[config.mk]
export PLATFORM = sky130hd
export DESIGN_NAME = input_descaler
export DESIGN_NICKNAME = d
export VERILOG_FILES = /design/src/rtl/input_descaler.sv
export SDC_FILE = /design/constraint.sdc
export NUM_CORES = 1
export LEC_CHECK = 0
export CORE_MARGIN = 4
export CORE_UTILIZATION = 40
export DETAILED_ROUTE_END_ITERATION = 10
export PLACE_DENSITY = 0.71
export REMOVE_ABC_BUFFERS = 1
export SETUP_SLACK_MARGIN = 0.4
export SLEW_MARGIN = 20
export SYNTH_ARGS = -nofsm -noshare
export SYNTH_HDL_FRONTEND = slang
export SYNTH_SLANG_ARGS = --single-unit
[constraint.sdc]
create_clock -name clk -period 5.66 [get_ports clk]
set_clock_uncertainty 0.15 [all_clocks]
set_input_delay 0.849 -clock clk [delete_from_list [all_inputs] [get_ports clk]]
set_output_delay 0.849 -clock clk [all_outputs]
set_load 0.1 [all_outputs]
[src/rtl/input_descaler.sv]
// Windowed ADC sample accumulator with offset removal, shift scaling and unsigned saturation.
// Optional saturation counter enabled by defining INPUT_SAT_COUNT_EN.
module input_descaler #(
  parameter logic [15:0] START_REG = 16'd2,
  parameter logic [15:0] LEN_REG   = 16'd3,
  parameter logic [15:0] OFFL_REG  = 16'd4,
  parameter logic [15:0] OFFH_REG  = 16'd5,
  parameter logic [15:0] SHIFT_REG = 16'd6,
  parameter int          OUT_BITS  = 8
) (
  input  logic                clk,
  input  logic                rst,
  input  logic [255:0]        adc_word_in,
  input  logic                adc_word_valid,
  input  logic [31:0]         gpio_in,
  output logic [OUT_BITS-1:0] val_out,
  output logic                val_out_valid,
  output logic [15:0]         sat_count
);

  logic [15:0] gpio_addr;
  logic [7:0]  gpio_data;
  logic        wr_stb;
  logic        unused_gpio;

  logic        wclk_q;
  logic [3:0]  start_q;
  logic [4:0]  len_q;
  logic [15:0] offset_q;
  logic [3:0]  shift_q;

  assign gpio_addr   = gpio_in[15:0];
  assign gpio_data   = gpio_in[23:16];
  assign wr_stb      = gpio_in[24] & ~wclk_q;
  assign unused_gpio = ^gpio_in[31:25];

  always_ff @(posedge clk) begin
    if (rst) begin
      wclk_q   <= 1'b0;
      start_q  <= 4'd4;
      len_q    <= 5'd8;
      offset_q <= 16'h0000;
      shift_q  <= 4'd3;
    end else begin
      wclk_q <= gpio_in[24];
      if (wr_stb) begin
        case (gpio_addr)
          START_REG: start_q          <= gpio_data[3:0];
          LEN_REG:   len_q            <= gpio_data[4:0];
          OFFL_REG:  offset_q[7:0]    <= gpio_data;
          OFFH_REG:  offset_q[15:8]   <= gpio_data;
          SHIFT_REG: shift_q          <= gpio_data[3:0];
          default: ;
        endcase
      end
    end
  end

  // Window mask: no wrap past sample 15, lengths above 16 clamp to the full word.
  logic [4:0]  len_eff;
  logic [5:0]  win_end;
  logic [15:0] keep;

  always_comb begin
    len_eff = (len_q > 5'd16) ? 5'd16 : len_q;
    win_end = {2'b00, start_q} + {1'b0, len_eff};
    keep    = '0;
    for (int i = 0; i < 16; i++) begin
      keep[i] = (6'(i) >= {2'b00, start_q}) && (6'(i) < win_end);
    end
  end

  logic [15:0] s1_smp_q [16];
  logic [15:0] s1_off_q;
  logic [3:0]  s1_shift_q;
  logic        s1_vld_q;

  logic [17:0] s2_part_q [4];
  logic [17:0] part_d    [4];
  logic [15:0] s2_off_q;
  logic [3:0]  s2_shift_q;
  logic        s2_vld_q;

  logic [19:0] total_d;
  logic [20:0] diff_d;
  logic [20:0] s3_diff_q;
  logic [3:0]  s3_shift_q;
  logic        s3_vld_q;

  always_comb begin
    for (int j = 0; j < 4; j++) begin
      part_d[j] = '0;
      for (int k = 0; k < 4; k++) begin
        part_d[j] = part_d[j] + {{2{s1_smp_q[4*j+k][15]}}, s1_smp_q[4*j+k]};
      end
    end
  end

  always_comb begin
    total_d = '0;
    for (int j = 0; j < 4; j++) begin
      total_d = total_d + {{2{s2_part_q[j][17]}}, s2_part_q[j]};
    end
    diff_d = {total_d[19], total_d} - {{5{s2_off_q[15]}}, s2_off_q};
  end

  logic signed [20:0]   shifted;
  logic                 lo_clip;
  logic                 hi_clip;
  logic [OUT_BITS-1:0]  val_d;

  assign shifted = $signed(s3_diff_q) >>> s3_shift_q;
  assign lo_clip = shifted[20];
  assign hi_clip = ~shifted[20] & (|shifted[19:OUT_BITS]);

  always_comb begin
    val_d = shifted[OUT_BITS-1:0];
    if (lo_clip) begin
      val_d = '0;
    end else if (hi_clip) begin
      val_d = '1;
    end
  end

  // Datapath registers carry no reset; only the valids qualify them.
  always_ff @(posedge clk) begin
    for (int i = 0; i < 16; i++) begin
      s1_smp_q[i] <= keep[i] ? adc_word_in[16*i +: 16] : 16'h0000;
    end
    s1_off_q   <= offset_q;
    s1_shift_q <= shift_q;
    for (int j = 0; j < 4; j++) begin
      s2_part_q[j] <= part_d[j];
    end
    s2_off_q   <= s1_off_q;
    s2_shift_q <= s1_shift_q;
    s3_diff_q  <= diff_d;
    s3_shift_q <= s2_shift_q;
  end

  always_ff @(posedge clk) begin
    if (rst) begin
      s1_vld_q      <= 1'b0;
      s2_vld_q      <= 1'b0;
      s3_vld_q      <= 1'b0;
      val_out_valid <= 1'b0;
      val_out       <= '0;
    end else begin
      s1_vld_q      <= adc_word_valid;
      s2_vld_q      <= s1_vld_q;
      s3_vld_q      <= s2_vld_q;
      val_out_valid <= s3_vld_q;
      if (s3_vld_q) begin
        val_out <= val_d;
      end
    end
  end

`ifdef INPUT_SAT_COUNT_EN
  logic [15:0] sat_q;

  always_ff @(posedge clk) begin
    if (rst) begin
      sat_q <= '0;
    end else if (wr_stb && (gpio_addr == LEN_REG)) begin
      sat_q <= '0;
    end else if (s3_vld_q && (lo_clip || hi_clip) && (sat_q != 16'hFFFF)) begin
      sat_q <= sat_q + 16'd1;
    end
  end

  assign sat_count = sat_q;
`else
  assign sat_count = '0;
`endif

endmodule
### Word-level counts from Yosys, hierarchy flattened

Memory sizes are Yosys's and may differ from the RTL's.
Index checks and enable logic that the tools add are counted.
Widths: inputs -> output; s select.

* flip-flop bits (word level): 107
* memory bits (writable): 328
* input port bits: 291
* logic and storage cells: 118
* memories kept: 2

* add/sub/neg operators: 17
* $lt $le $gt $ge: 32
* equal/unequal tests: 5
* shift-type cells: 1
* muxes and demuxes: 19
* bitwise logic cells: 4
* reduce and logical (&&, ||, !) cells: 21

Memories
* s1_smp_q: depth 16, bits a word 16, read ports 16, clocked after memory_dff 0, wr ports 16, RTL line 73 `logic [15:0] s1_smp_q [16];`
* s2_part_q: depth 4, bits a word 18, read ports 4, clocked after memory_dff 0, wr ports 4, RTL line 78 `logic [17:0] s2_part_q [4];`

Operators with widths (number)
* $mux 16: 16
* $add 17x16->18: 4
* $add 18x18->18: 4
* $add 16x16->17: 4
* $eq 16x3->1 const B: 3
* $lt 4x6->1 const A: 8
* $eq 16x2->1 const B: 2
* $ge 4x4->1 const A: 7
* $lt 3x6->1 const A: 4
* $sshr 21x4->21: 1
* $sub 20x16->21: 1
* $add 19x18->20: 1
* $add 20x20->20: 1
* $add 18x18->19: 1
* $ge 3x4->1 const A: 4
* $mux 8: 2
* $logic_and 1x1->1: 15
* $lt 1x6->1 const A: 2
* $lt 2x6->1 const A: 2
* $reduce_or 12->1: 1
* $reduce_and 2->1: 5
* $ge 1x4->1 const A: 2
* $ge 2x4->1 const A: 2
* $add 4x5->6: 1
* 4 further kinds: 6

### Depth between registers and ports, before layout

* word-level depth: 6
* mapped depth: 22

### Worst setup path before layout

Ideal clock, no wire load.

* kind: flip-flop to flip-flop
* start point: memory s2_part_q[2][1]
* end point: register s3_diff_q[18]
* library setup time: 135 ps
* arrival: 4528 ps
* required time: 5375 ps
* path slack: 847 ps
* cell stages (with the launch flop): 22
* path buffers: 0
* period minus slack after synthesis: 4813 ps
* path through: dfxtp_1 -> inv_1 -> fa_1 -> fa_1 -> inv_1 -> ha_1 -> fa_1 -> a21o_1 -> a21oi_1 -> a21oi_1 -> a211oi_1 -> o21ai_0 -> a21oi_1 -> xnor2_1 -> ha_1 -> a21o_1 -> a21o_1 -> a21o_1 -> a21o_1 -> a21oi_1 -> o31ai_1 -> xor2_1

RTL lines
* from (decl): RTL line 78
* to (signal assigned): RTL line 137 `s3_diff_q <= diff_d;`
* to (decl): RTL line 86 `logic [20:0] s3_diff_q;`

==> results.py <==
metrics = {
    "logic_synthesis": {
        "synth_ff_type": "dfxtp_1",
        "synth_enable_flop_cells": 0,
        "synth_top_area_share": 0.421,
        "netlist_area_sq_um": 20700,
        "synth_area_leaders": "dfxtp_1 (42%), fa_1 (17%), and2_1 (7.4%)",
        "syn_area_per_cell_sq_um": 11.0,
        "ys_types": 72,
        "synth-seq-area-share": 0.421,
        "synth_cells": 1887,
        "async_flop_share": 0,
        "yosys_warnings": 0,
        "synth-seq-cells": 435,
        "yosys.area.top_type": "dfxtp_1",
    },
    "setup_path": {
        "cp.required_ps": 6020,
        "cp-start-kind": "flip-flop",
        "crit_fanout": 4,
        "critPathKind": "flip-flop to flip-flop",
        "crit_chain": "inv_1, fa_1, fa_1, inv_1, ha_2, fa_2, a21o_1, a21oi_2, a21oi_2, a211oi_2, buf_4, o21ai_0, a21oi_1, xnor2_1, ha_1, a21o_1, a21o_1, a21o_1, a21o_1, a21oi_2, o31ai_2, nand2_1, a31o_1",
        "slowest_stage": "fa_1",
        "critPathBufInv": 3,
        "critPathTopFamily": "compound AO/OA/AOI/OAI gates",
        "arrival_ps": 5320,
        "max_stage_delay_ps": 510,
        "cp.depth": 23,
        "cp-end-kind": "flip-flop",
        "r2r_slack_ps": 700,
        "ff2ff_path_depth": 23,
        "path_common_cell": "a21o_1",
    },
    "sta": {
        "finalCritPeriodShare": 0.877,
        "min_period_ps": 4960,
        "setup_tns_ps": 0,
        "setup_viol": 0,
        "worstMarginPinSlew_ps": 971,
        "fmax_ghz": 0.202,
        "hold_slack_ps": 175,
        "slew_violations": 0,
        "rsz0062_at_grt": "no",
        "finalHoldViolCount": 0,
        "slew_headroom": 0.349,
    },
    "floorplan": {
        "rows": 83,
        "core_sq_um": 51300,
        "die_y_microns": 236,
        "initial_utilization": 0.404,
        "die_w_microns": 236,
        "ios": 316,
        "floorplan.die_area_sq_um": 55500,
    },
    "placed_design": {
        "dp_hpwl_microns": 38400,
        "finalWeightedCongestion": 0.871,
        "port-buffer-count": 292,
    },
    "power": {
        "pwr_density_cell_nw_per_um2": 552,
        "irDropWorstVdd_mv": 0.693,
        "p_leak_nw": 11.3,
    },
    "cts": {
        "ctsRootBufferMaster": "clkbuf_16",
        "clockBufferDepth": 3,
        "htreeDepth": 2,
        "cts_tree": "yes",
        "cts_buffers": 47,
        "clock_sinks": 435,
        "path_clk_slew_ps": 60,
        "hold_buffers": 0,
        "worstSkewPairLatency_ps": 580,
    },
    "drt": {
        "drtAntennaViolNets": 0,
        "routed_wl_microns": 47900,
        "drc_errors": 0,
        "vias": 13758,
        "drtIter0Drc": 586,
        "firstDrtPassIters": 5,
        "wl_per_cell_microns": 16.4,
        "vias_per_cell": 4.71,
    },
    "worst_hold_path": {
        "holdPathStages": 0,
        "hold_path_class": "flip-flop to flip-flop",
    },
    "global_route": {
        "grt_max_degree": 44,
        "antenna_found_initial": 9,
        "grt.total_usage": 0.173,
        "first_global_vias": 14913,
        "grt_first_pass_wirelength_microns": 77100,
        "overflow": 0,
    },
    "job": {
        "maxCapViolations": 0,
    },
    "cells_and_area": {
        "area_delta_synth_final_pct": 25.7,
        "nFillCells": 4541,
        "nNetsFinal": 2778,
        "layout-drive-gt1-share": 0.0607,
    },
    "status": {
        "status": "complete, no violations",
    },
}
[metrics by stage]
stage	cell area (sq um)	setup WS, ps	instances	power [mW]	util
floorplan	20500	847	1847	9.22	-
global placement	24300	590	2831	10.6	0.475
finish	26000	698	2922	14.4	0.507
global route	26000	371	2921	15.5	0.507
detailed placement	24400	471	2834	11.0	0.475
CTS	26000	436	2917	14.2	0.506
[final timing paths]
kind,from,end
setup / recovery,s2_part_q[0][1],s3_diff_q[20]
setup reg to reg,s2_part_q[0][1],s3_diff_q[20]
hold / removal,s1_off_q[10],s2_off_q[10]
hold reg to reg,s1_off_q[10],s2_off_q[10]
[Yosys cell counts (16+ instances only)]
library cell  count
nor2b_1          51
fa_1            171
nor3_1           23
mux2i_1          39
o21a_1           17
dfxtp_1         435
nor2_1           95
nand2_1          43
clkbuf_1         27
ha_1            111
inv_1           167
xnor2_1          65
a21oi_1          91
a211oi_1         16
buf_4            17
o21ai_0          20
o21ai_1          21
and2_1          246
a21o_1           37
xor2_1           30
[state kept, by name, summed over array words and instances, names as in the netlist, 4 cells and up]
signal	flops
len_q	5
s3_shift_q	4
s2_shift_q	4
s1_shift_q	4
s1_smp_q	256
val_out	8
shift_q	4
start_q	4
s2_part_q	72
s1_off_q	16
s2_off_q	16
offset_q	16
s3_diff_q	21
[cell type report]
type	count	area [sq um]	area share
Timing Repair Buffer	309	3050	0.117
Sequential cell	435	8710	0.335
Tap cell	680	851	0.0327
Clock buffer	64	1360	0.0523
Clock inverter	19	233	0.00894
Antenna cell	3	7.51	0.000288
Multi-Input combinational cell	1244	11200	0.430
Inverter	168	631	0.0242
[where the power goes]
part           internal (mW)  leakage [nW]  switching [mW]
registers               3.44          3.58           0.146
clock network           1.87         0.783            1.25
logic                   3.40          6.93            4.24
[worst reg2reg max path: stages, from the launching register on]
cell	delay (ps)
dfxtp_1	310
inv_1	50
fa_1	500
fa_1	510
inv_1	40
ha_2	190
fa_2	370
a21o_1	200
a21oi_2	190
a21oi_2	100
a211oi_2	210
buf_4	150
o21ai_0	70
a21oi_1	190
xnor2_1	180
ha_1	310
a21o_1	170
a21o_1	180
a21o_1	180
a21o_1	180
a21oi_2	150
o31ai_2	90
nand2_1	80
a31o_1	150
[cells by family after synthesis]
logic type / after synthesis / synth area share
AOI/OAI and AO/OA: 279 / 0.0919
adders and majority gates: 282 / 0.232
other: 1 / 0.000181
and+or+nand+nor: 520 / 0.141
xor gates and xnor gates: 96 / 0.0410
DFF: 435 / 0.421
muxes: 51 / 0.0292
buffers and inverters: 223 / 0.0441
[layer usage]
metal	up-vias	wire, microns	GRT usage
met4	6	1270	0.0514
met2	305	24400	0.312
met3	79	2390	0.0390
met1	6563	19800	0.205
li1	6805	-	-
met5	-	35	0
[repair_timing]
item / CTS / global route
setup endpoints to repair: 0 / 8
buffers inserted: 0 / 2
resized for setup: 0 / 10
[layout by cell type, fill, tap and decap left out, types with 7 or more instances in the layout]
cell	count
o32ai_1	8
clkinv_2	7
o21ai_0	19
nor2_1	95
o211ai_1	8
o21a_1	17
nand2b_1	11
nand3_1	11
clkdlybuf4s50_1	292
nor2b_1	51
clkbuf_16	47
a211oi_1	13
buf_4	17
a21oi_1	88
nor3_1	23
mux4_2	7
clkbuf_8	12
nand2_1	43
a21o_1	37
conb_1	16
dfxtp_1	435
xor2_1	30
mux2i_1	39
and3_1	9
and2_1	246
fa_1	170
a31oi_1	8
xnor2_1	65
ha_1	110
o21ai_1	22
inv_1	167
(Power assumes the default switching activity.)
